$ cat src/rtl/vga_timing_gen_if.sv
// vga_timing_gen_if: connection bundle between the VGA timing core and the
// pixel generator / pin consumer. The master side is the timing core.
interface vga_timing_gen_if #(
    parameter int unsigned CNT_W = 10,
    parameter int unsigned RGB_W = 16
);

    logic [RGB_W-1:0] RGB_IN;
    logic             TP_SEL;
    logic             PIX_EN;
    logic [CNT_W-1:0] CNT_X;
    logic [CNT_W-1:0] CNT_Y;
    logic             VIDEO_ON;
    logic             FRAME_START;
    logic             LINE_END;
    logic             HSYNC;
    logic             VSYNC;
    logic [RGB_W-1:0] RGB;

    modport master (
        input  RGB_IN,
        input  TP_SEL,
        output PIX_EN,
        output CNT_X,
        output CNT_Y,
        output VIDEO_ON,
        output FRAME_START,
        output LINE_END,
        output HSYNC,
        output VSYNC,
        output RGB
    );

    modport slave (
        output RGB_IN,
        output TP_SEL,
        input  PIX_EN,
        input  CNT_X,
        input  CNT_Y,
        input  VIDEO_ON,
        input  FRAME_START,
        input  LINE_END,
        input  HSYNC,
        input  VSYNC,
        input  RGB
    );

endinterface

$ cat src/rtl/vga_timing_gen.sv
// vga_timing_gen: parametrised VGA timing core with pixel-clock enable,
// raster counters, and registered HSYNC/VSYNC/RGB pins (RGB blanked outside
// the visible area). Pins show pixel (x,y) one pixel period after the
// counters present (x,y).
// Optional feature: define VGA_TEST_PATTERN_EN to let TP_SEL=1 replace
// RGB_IN with eight vertical colour bars.
module vga_timing_gen #(
    parameter int unsigned CLK_DIV  = 2,
    parameter int unsigned H_ACTIVE = 640,
    parameter int unsigned H_FP     = 16,
    parameter int unsigned H_SYNC   = 96,
    parameter int unsigned H_BP     = 48,
    parameter int unsigned V_ACTIVE = 480,
    parameter int unsigned V_FP     = 10,
    parameter int unsigned V_SYNC   = 2,
    parameter int unsigned V_BP     = 33,
    parameter logic        H_POL    = 1'b0,
    parameter logic        V_POL    = 1'b0,
    parameter int unsigned CNT_W    = 10,
    parameter int unsigned RGB_W    = 16
) (
    input logic              CLK,
    input logic              RESET,
    vga_timing_gen_if.master vga
);

    localparam int unsigned H_TOTAL = H_ACTIVE + H_FP + H_SYNC + H_BP;
    localparam int unsigned V_TOTAL = V_ACTIVE + V_FP + V_SYNC + V_BP;

    localparam int unsigned DIV_W = (CLK_DIV > 1) ? $clog2(CLK_DIV) : 1;
    localparam logic [DIV_W-1:0] DIV_LAST = DIV_W'(CLK_DIV - 1);

    localparam logic [CNT_W-1:0] X_LAST   = CNT_W'(H_TOTAL - 1);
    localparam logic [CNT_W-1:0] Y_LAST   = CNT_W'(V_TOTAL - 1);
    localparam logic [CNT_W-1:0] X_VIS    = CNT_W'(H_ACTIVE);
    localparam logic [CNT_W-1:0] Y_VIS    = CNT_W'(V_ACTIVE);
    localparam logic [CNT_W-1:0] HS_START = CNT_W'(H_ACTIVE + H_FP);
    localparam logic [CNT_W-1:0] HS_END   = CNT_W'(H_ACTIVE + H_FP + H_SYNC);
    localparam logic [CNT_W-1:0] VS_START = CNT_W'(V_ACTIVE + V_FP);
    localparam logic [CNT_W-1:0] VS_END   = CNT_W'(V_ACTIVE + V_FP + V_SYNC);

    logic [DIV_W-1:0] div_cnt;
    logic             pix_en;
    logic [CNT_W-1:0] cnt_x;
    logic [CNT_W-1:0] cnt_y;
    logic             x_last;
    logic             y_last;
    logic             video_on;
    logic             hsync_act;
    logic             vsync_act;
    logic [RGB_W-1:0] pix;
    logic             hsync_q;
    logic             vsync_q;
    logic [RGB_W-1:0] rgb_q;

    // Pixel-rate divider: counts 0..CLK_DIV-1 and wraps.
    always_ff @(posedge CLK) begin
        if (RESET) begin
            div_cnt <= '0;
        end else if (div_cnt == DIV_LAST) begin
            div_cnt <= '0;
        end else begin
            div_cnt <= div_cnt + 1'b1;
        end
    end

    // Pixel enable on the last divider phase. Gated by RESET so that with
    // CLK_DIV=1 it still reads low while reset is held.
    always_comb begin
        pix_en = !RESET && (div_cnt == DIV_LAST);
    end

    // Raster position decode used by the counters and the strobes.
    always_comb begin
        x_last    = (cnt_x == X_LAST);
        y_last    = (cnt_y == Y_LAST);
        video_on  = (cnt_x < X_VIS) && (cnt_y < Y_VIS);
        hsync_act = (cnt_x >= HS_START) && (cnt_x < HS_END);
        vsync_act = (cnt_y >= VS_START) && (cnt_y < VS_END);
    end

    // Raster counters: X runs every pixel, Y advances when X wraps.
    always_ff @(posedge CLK) begin
        if (RESET) begin
            cnt_x <= '0;
            cnt_y <= '0;
        end else if (pix_en) begin
            if (x_last) begin
                cnt_x <= '0;
                if (y_last) begin
                    cnt_y <= '0;
                end else begin
                    cnt_y <= cnt_y + 1'b1;
                end
            end else begin
                cnt_x <= cnt_x + 1'b1;
            end
        end
    end

`ifdef VGA_TEST_PATTERN_EN
    localparam int unsigned FIELD_W = RGB_W / 3;
    localparam logic [CNT_W-1:0] BAR_DIV =
        CNT_W'((H_ACTIVE / 8) > 0 ? (H_ACTIVE / 8) : 1);

    logic [2:0]       bar;
    logic [RGB_W-1:0] bar_rgb;

    // Colour bars: blue field from bar[0], green from bar[1], and the
    // remaining top bits from bar[2] so bar 7 is all ones.
    always_comb begin
        bar = 3'(cnt_x / BAR_DIV);
        bar_rgb = '0;
        for (int unsigned i = 0; i < RGB_W; i++) begin
            if (i < FIELD_W) begin
                bar_rgb[i] = bar[0];
            end else if (i < 2 * FIELD_W) begin
                bar_rgb[i] = bar[1];
            end else begin
                bar_rgb[i] = bar[2];
            end
        end
    end

    // Pixel source select between generator input and colour bars.
    always_comb begin
        pix = vga.TP_SEL ? bar_rgb : vga.RGB_IN;
    end
`else
    logic unused_tp_sel;
    assign unused_tp_sel = vga.TP_SEL;

    // Pixel source is always the generator input.
    always_comb begin
        pix = vga.RGB_IN;
    end
`endif

    // Pin stage: sync and colour registered from the pre-update counters so
    // all three pins stay aligned one pixel behind the counters.
    always_ff @(posedge CLK) begin
        if (RESET) begin
            hsync_q <= ~H_POL;
            vsync_q <= ~V_POL;
            rgb_q   <= '0;
        end else if (pix_en) begin
            hsync_q <= hsync_act ? H_POL : ~H_POL;
            vsync_q <= vsync_act ? V_POL : ~V_POL;
            rgb_q   <= video_on ? pix : '0;
        end
    end

    assign vga.PIX_EN      = pix_en;
    assign vga.CNT_X       = cnt_x;
    assign vga.CNT_Y       = cnt_y;
    assign vga.VIDEO_ON    = video_on;
    assign vga.LINE_END    = pix_en && x_last;
    assign vga.FRAME_START = pix_en && x_last && y_last;
    assign vga.HSYNC       = hsync_q;
    assign vga.VSYNC       = vsync_q;
    assign vga.RGB         = rgb_q;

endmodule

$ cat src/flat_wrapper.sv
// flat-port wrapper written by rule: the top's interface ports become plain ports
module vga_timing_gen_flat 
#(
    parameter int unsigned CLK_DIV  = 2,
    parameter int unsigned H_ACTIVE = 640,
    parameter int unsigned H_FP     = 16,
    parameter int unsigned H_SYNC   = 96,
    parameter int unsigned H_BP     = 48,
    parameter int unsigned V_ACTIVE = 480,
    parameter int unsigned V_FP     = 10,
    parameter int unsigned V_SYNC   = 2,
    parameter int unsigned V_BP     = 33,
    parameter logic        H_POL    = 1'b0,
    parameter logic        V_POL    = 1'b0,
    parameter int unsigned CNT_W    = 10,
    parameter int unsigned RGB_W    = 16
)
  (CLK, RESET, vga_RGB_IN, vga_TP_SEL, vga_PIX_EN, vga_CNT_X, vga_CNT_Y, vga_VIDEO_ON, vga_FRAME_START, vga_LINE_END, vga_HSYNC, vga_VSYNC, vga_RGB);
  vga_timing_gen_if #(.CNT_W(CNT_W), .RGB_W(RGB_W)) vga_i ();
  input logic CLK;
  input logic RESET;
  input wire logic [$bits(vga_i.RGB_IN)-1:0] vga_RGB_IN;
  input wire logic [$bits(vga_i.TP_SEL)-1:0] vga_TP_SEL;
  output wire logic [$bits(vga_i.PIX_EN)-1:0] vga_PIX_EN;
  output wire logic [$bits(vga_i.CNT_X)-1:0] vga_CNT_X;
  output wire logic [$bits(vga_i.CNT_Y)-1:0] vga_CNT_Y;
  output wire logic [$bits(vga_i.VIDEO_ON)-1:0] vga_VIDEO_ON;
  output wire logic [$bits(vga_i.FRAME_START)-1:0] vga_FRAME_START;
  output wire logic [$bits(vga_i.LINE_END)-1:0] vga_LINE_END;
  output wire logic [$bits(vga_i.HSYNC)-1:0] vga_HSYNC;
  output wire logic [$bits(vga_i.VSYNC)-1:0] vga_VSYNC;
  output wire logic [$bits(vga_i.RGB)-1:0] vga_RGB;
  assign vga_i.RGB_IN = vga_RGB_IN;
  assign vga_i.TP_SEL = vga_TP_SEL;
  assign vga_PIX_EN = vga_i.PIX_EN;
  assign vga_CNT_X = vga_i.CNT_X;
  assign vga_CNT_Y = vga_i.CNT_Y;
  assign vga_VIDEO_ON = vga_i.VIDEO_ON;
  assign vga_FRAME_START = vga_i.FRAME_START;
  assign vga_LINE_END = vga_i.LINE_END;
  assign vga_HSYNC = vga_i.HSYNC;
  assign vga_VSYNC = vga_i.VSYNC;
  assign vga_RGB = vga_i.RGB;
  vga_timing_gen #(.CLK_DIV(CLK_DIV), .H_ACTIVE(H_ACTIVE), .H_FP(H_FP), .H_SYNC(H_SYNC), .H_BP(H_BP), .V_ACTIVE(V_ACTIVE), .V_FP(V_FP), .V_SYNC(V_SYNC), .V_BP(V_BP), .H_POL(H_POL), .V_POL(V_POL), .CNT_W(CNT_W), .RGB_W(RGB_W)) u_core (.CLK(CLK), .RESET(RESET), .vga(vga_i));
endmodule
$ cat config.mk
export PLATFORM = sky130hd
export DESIGN_NAME = vga_timing_gen_flat
export DESIGN_NICKNAME = d
export VERILOG_FILES = /design/src/rtl/vga_timing_gen_if.sv /design/src/rtl/vga_timing_gen.sv /design/src/flat_wrapper.sv
export SDC_FILE = /design/constraint.sdc
export NUM_CORES = 1
export LEC_CHECK = 0
export BUFFER_PORTS_ARGS = -buffer_cell sky130_fd_sc_hd__buf_2
export CAP_MARGIN = 20
export CELL_PAD_IN_SITES_DETAIL_PLACEMENT = 1
export CELL_PAD_IN_SITES_GLOBAL_PLACEMENT = 1
export CORE_MARGIN = 3
export CORE_UTILIZATION = 32
export DETAILED_ROUTE_END_ITERATION = 10
export PLACE_DENSITY_LB_ADDON = 0.05
export SLEW_MARGIN = 20
export SYNTH_ARGS = -nofsm -noshare
export SYNTH_HDL_FRONTEND = slang
export SYNTH_SLANG_ARGS = --single-unit
$ cat constraint.sdc
create_clock -name CLK -period 1.7 [get_ports CLK]
set_clock_uncertainty 0.1 [all_clocks]
set_input_delay 0.51 -clock CLK [delete_from_list [all_inputs] [get_ports CLK]]
set_output_delay 0.51 -clock CLK [all_outputs]
set_load 0.02 [all_outputs]
# After elaboration in Yosys (flattened, before gate mapping)
# Index checks and enable logic that the tools add are counted.
op_classes:
  n_addsub: 3
  mul: 0
  div: 0
  n_lt_le_gt_ge: 6
  n_eq_ne: 2
  shifts: 0
  mux: 5
  bitwise_logic: 0
  n_reduce_logical: 9
op_table:
  columns: ["operator", "n"]
  rows:
  - ["$add A10 B1 Y10 const B", 2]
  - ["$eq A10 B10 Y1 const B", 2]
  - ["$lt A10 B10 Y1 const B", 2]
  - ["$lt A10 B9 Y1 const B", 2]
  - ["$mux W10", 2]
  - ["$mux W16", 1]
  - ["$ge A10 B10 Y1 const B", 1]
  - ["$ge A10 B9 Y1 const B", 1]
  - ["$logic_and A1 B1 Y1", 6]
  - ["$mux W1", 2]
  - ["$reduce_and A2 Y1", 1]
  - ["$reduce_or A2 Y1", 1]
  - ["$add A1 B1 Y1 const B", 1]
  - ["$logic_not A1 Y1", 1]
word_totals:
  ff_bits: 39
  latchBits: 0
  mem_bits_rw: 0
  rom_bits: 0
  in_bits: 19
  output_inout_bits: 42
  elab_cells: 31
  memories: 0

# Depth between registers and ports, before layout
logic_depth:
  word_depth: 4
  depth_mapped: 6
  ltp_nobuf: 6

# Worst setup path after synthesis
# Ideal clock, no wire load.
synth_timing:
  path_kind: "register to output"
  from: "register u_core.cnt_x[1] (netlist: u_core.vga.CNT_X[1])"
  to: "output port vga_FRAME_START"
  arrival_ns: 1.516
  required_time_ns: 1.090
  slack_ns: -0.426
  path_stages_with_launch: 5
  path_buffers: 0
  path_cell_list: "dfxtp_1 > ha_1 > and4_4 > nand4_1 > nor2_1"
synth_between:
  elab_chain_len: 3
synth_lines:
  columns: ["item", "line_no", "source"]
  rows:
  - ["from (decl)", "vga_timing_gen.sv:44", "logic [CNT_W-1:0] cnt_x;"]
  - ["from (signal assigned)", "vga_timing_gen.sv:96", "cnt_x <= cnt_x + 1'b1;"]
  - ["$eq A10 B10 Y1", "vga_timing_gen.sv:75", "x_last = (cnt_x == X_LAST);"]
  - ["$logic_and A1 B1 Y1 (2 in a row)", "vga_timing_gen.sv:158", "assign vga.FRAME_START = pix_en && x_last && y_last;"]
  - ["to (decl)", "flat_wrapper.sv:28", "output wire logic [$bits(vga_i.FRAME_START)-1:0] vga_FRAME_START;"]
# No other way between the ends.

# Worst setup path after layout
# Same ends and word-level chain as after synthesis.

==> out/metrics.cfg <==
[status]
outcome=complete, but fails checks
violations=negative setup slack

[timing]
finalCritPeriodShare_pct=125
slew_viol_final=0
setup_violations=9
max_slew_margin_pct=75.9
fmax_mhz=472
hold_ws_ns=0.324
hold_viol=0
worst_pin_slew_ns=0.356
rsz0062_at_grt=yes
tns_ns=-1.41
layout_min_cycle_time_ns=2.12
setup_slack_ns=-0.420

[floorplan]
core_sq_mm=0.00491
rows=25
die_w_um=78.8
ios=61
die_area_sq_mm=0.00621
start_util_pct=34.5
die_h_um=78.8

[logic_synthesis]
syn_nets=200
mappedNetlistArea_sq_mm=0.00170
async_flop_share_pct=0
synth_top_family_by_area=simple AND/OR/NAND/NOR gates
yosys.area_share.adder_pct=3.69
synth_area_per_cell_sq_um=9.63
synth_compound_gate_area_share_pct=15.4
synthSimpleGateAreaFrac_pct=26.9
synth_edf_count=0
synth_xor_area_share_pct=4.65
synth_cells=176
synth.area.mux_share_pct=0
synth_flop_cell=dfxtp_1
ys_types=40
ys_warn_count=0
ys_ff_latch=39
seq_area_frac_synth_pct=46.1

[clock_tree]
htree_num_levels=2
clock_path_buffers=2
cts_tree=built
cts_inserted_buffers=5
clock_latency_ns=0.30
clock-sinks=39
root_buffer=clkbuf_8
clk_pin_slew_ns=0.08

[min_path]
hold_path_end=u_core.vga.RGB[13]
min_from=vga_RGB_IN[13]
min_path_cells=2
holdCritPathClass=primary input to register

[detailed_routing]
drt-total-wl_um=6160
firstDrtPassIters=4
ant_nets=0
drc=0
vias_per_cell=5.11
avgRoutedWirePerCell_um=17.4
vias=1810
drt_iter0_markers=70

[cells_and_area]
final_layout_size_suffix_gt1_share_pct=54.0
fin_area_sq_mm=0.00282
syn2layout_area_growth_pct=66.6
fill_cells=572
diodes=0
fin_util_pct=57.5
fin_nets=310
final-instance-count-excl-fill=354

[worst_setup_path]
crit_top_cell=buf_6
crit_family=simple AND/OR/NAND/NOR gates
arrival_ns=1.51
crit_chain=ha_4, and4_4, nand4_1, buf_6, nor2_4, buf_6
timing.rr.end=u_core.vga.CNT_Y[8]
max_stage_delay_ns=0.36
rrSetupSlack_ns=-0.19
critPathKind=register to output port
path_buf_inv=2
crit_slowest_cell=dfxtp_4
start_kind=register
regToRegStartpoint=u_core.vga.CNT_Y[0]
endpoint_kind=output port
crit_fanout=3
worstRegToRegCells=6
required_ns=1.09

[grt]
grt_max_degree=16
overflow=0
antenna_found_initial=0
track_usage_pct=19.3
grt_pass1_wl_um=9340
grt_pass1_vias=1924

[place]
dp_cells=334
portBuffers=59
place_area_sq_mm=0.00238
routabilityCongestion=0.855
pre_cts_slack_ns=-0.345
dp_hpwl_um=4160

[power_and_ir_drop]
power_density_mw_per_mm2=715
vdd_drop_max_mv=0.368
totalPowerFinal_mw=2.02
power.leakage_nw=1.27

[run]
maxCapViolCount=0

worst max-delay path by stage:
stage	from	endpoint	slack [ns]	cells after the start
6_report	u_core.vga.CNT_X[1]	vga_FRAME_START	-0.42	6
5_1_grt	u_core.vga.CNT_X[1]	vga_FRAME_START	-0.50	6
4_1_cts	u_core.vga.CNT_Y[0]	vga_FRAME_START	-0.36	6
3_5_place_dp	RESET	u_core.vga.CNT_Y[8]	-0.34	6
3_3_place_gp	RESET	vga_FRAME_START	-0.31	5
2_1_floorplan	RESET	vga_FRAME_START	-0.17	3
registers in the layout, indices dropped and copies added, names as in the netlist:
| register | count |
|---|---|
| u_core.vga.HSYNC | 1 |
| u_core.vga.CNT_X | 10 |
| u_core.vga.VSYNC | 1 |
| u_core.vga.CNT_Y | 10 |
| u_core.div_cnt | 1 |
| u_core.vga.RGB | 16 |
layer usage:
metal / wire length (um) / part of all wire, % / GRT usage (%) / vias up
li1: - / - / - / 861
met1: 2390 / 39 / 20.5 / 887
met2: 3350 / 54 / 35.4 / 52
met3: 280 / 4.5 / 4.42 / 10
met4: 136 / 2.2 / 9.79 / 0
met5: 0 / 0 / 0 / -
final cells by class:
class / instances / area (sq um) / share of cell area, %
multi-input combinational: 123 / 1020 / 36.2
sequential: 39 / 795 / 28.1
timing repair buffer: 109 / 763 / 27.0
clock buffer: 7 / 97.6 / 3.46
tap: 67 / 83.8 / 2.97
inverter: 8 / 32.5 / 1.15
clock inverter: 1 / 30.0 / 1.06
synthesized netlist by cell type (2+ instances only):
library cell / count / area [sq um]
o21ai_0: 7 / 35.0
nand2b_1: 4 / 25.0
nor3_1: 4 / 20.0
buf_2: 2 / 10.0
ha_1: 5 / 62.6
xor2_1: 9 / 78.8
a22o_1: 15 / 131
inv_1: 8 / 30.0
nand3_1: 10 / 50.1
or3_1: 6 / 37.5
nor2_1: 14 / 52.6
a21oi_1: 12 / 60.1
nand4_1: 6 / 37.5
nand2_1: 5 / 18.8
nand4_2: 2 / 25.0
and4b_1: 2 / 20.0
clkbuf_1: 4 / 15.0
dfxtp_1: 39 / 781
where the power goes:
group          switching, mW  internal, mW
logic                  0.108        0.0962
clock network          0.332         0.528
registers             0.0153         0.940
what timing repair did:
| action | 4_1_cts | 5_1_grt |
|---|---|---|
| endpoints found under the setup margin | 13 | 21 |
| resized for setup | 30 | 28 |
| pin swaps | 13 | 9 |
| buffers inserted | 10 | 8 |
| hold buffers | 0 | 0 |
| gates cloned | 0 | 0 |
cells in the final DEF (no fill, tap or decap), types with 6 or more instances in the layout:
cell type,Yosys,final
buf_4,0,37
buf_2,2,54
nand3_1,10,10
a22o_1,15,15
dfxtp_1,39,32
nand4_1,6,6
o21ai_0,7,6
xor2_1,9,9
nor2_1,14,12
buf_6,0,16
a21oi_2,0,7
logic make-up (layout without fill, tap and decap cells):
| group | Yosys count | after routing |
|---|---|---|
| AO/OA/AOI/OAI | 38 | 38 |
| adder cells (fa/ha/maj) | 5 | 5 |
| flip-flops | 39 | 39 |
| XOR/XNOR | 9 | 9 |
| AND/OR/NAND/NOR | 71 | 71 |
| buffers and inverters | 14 | 125 |
Note: power is estimated with default switching activity, not from simulation.
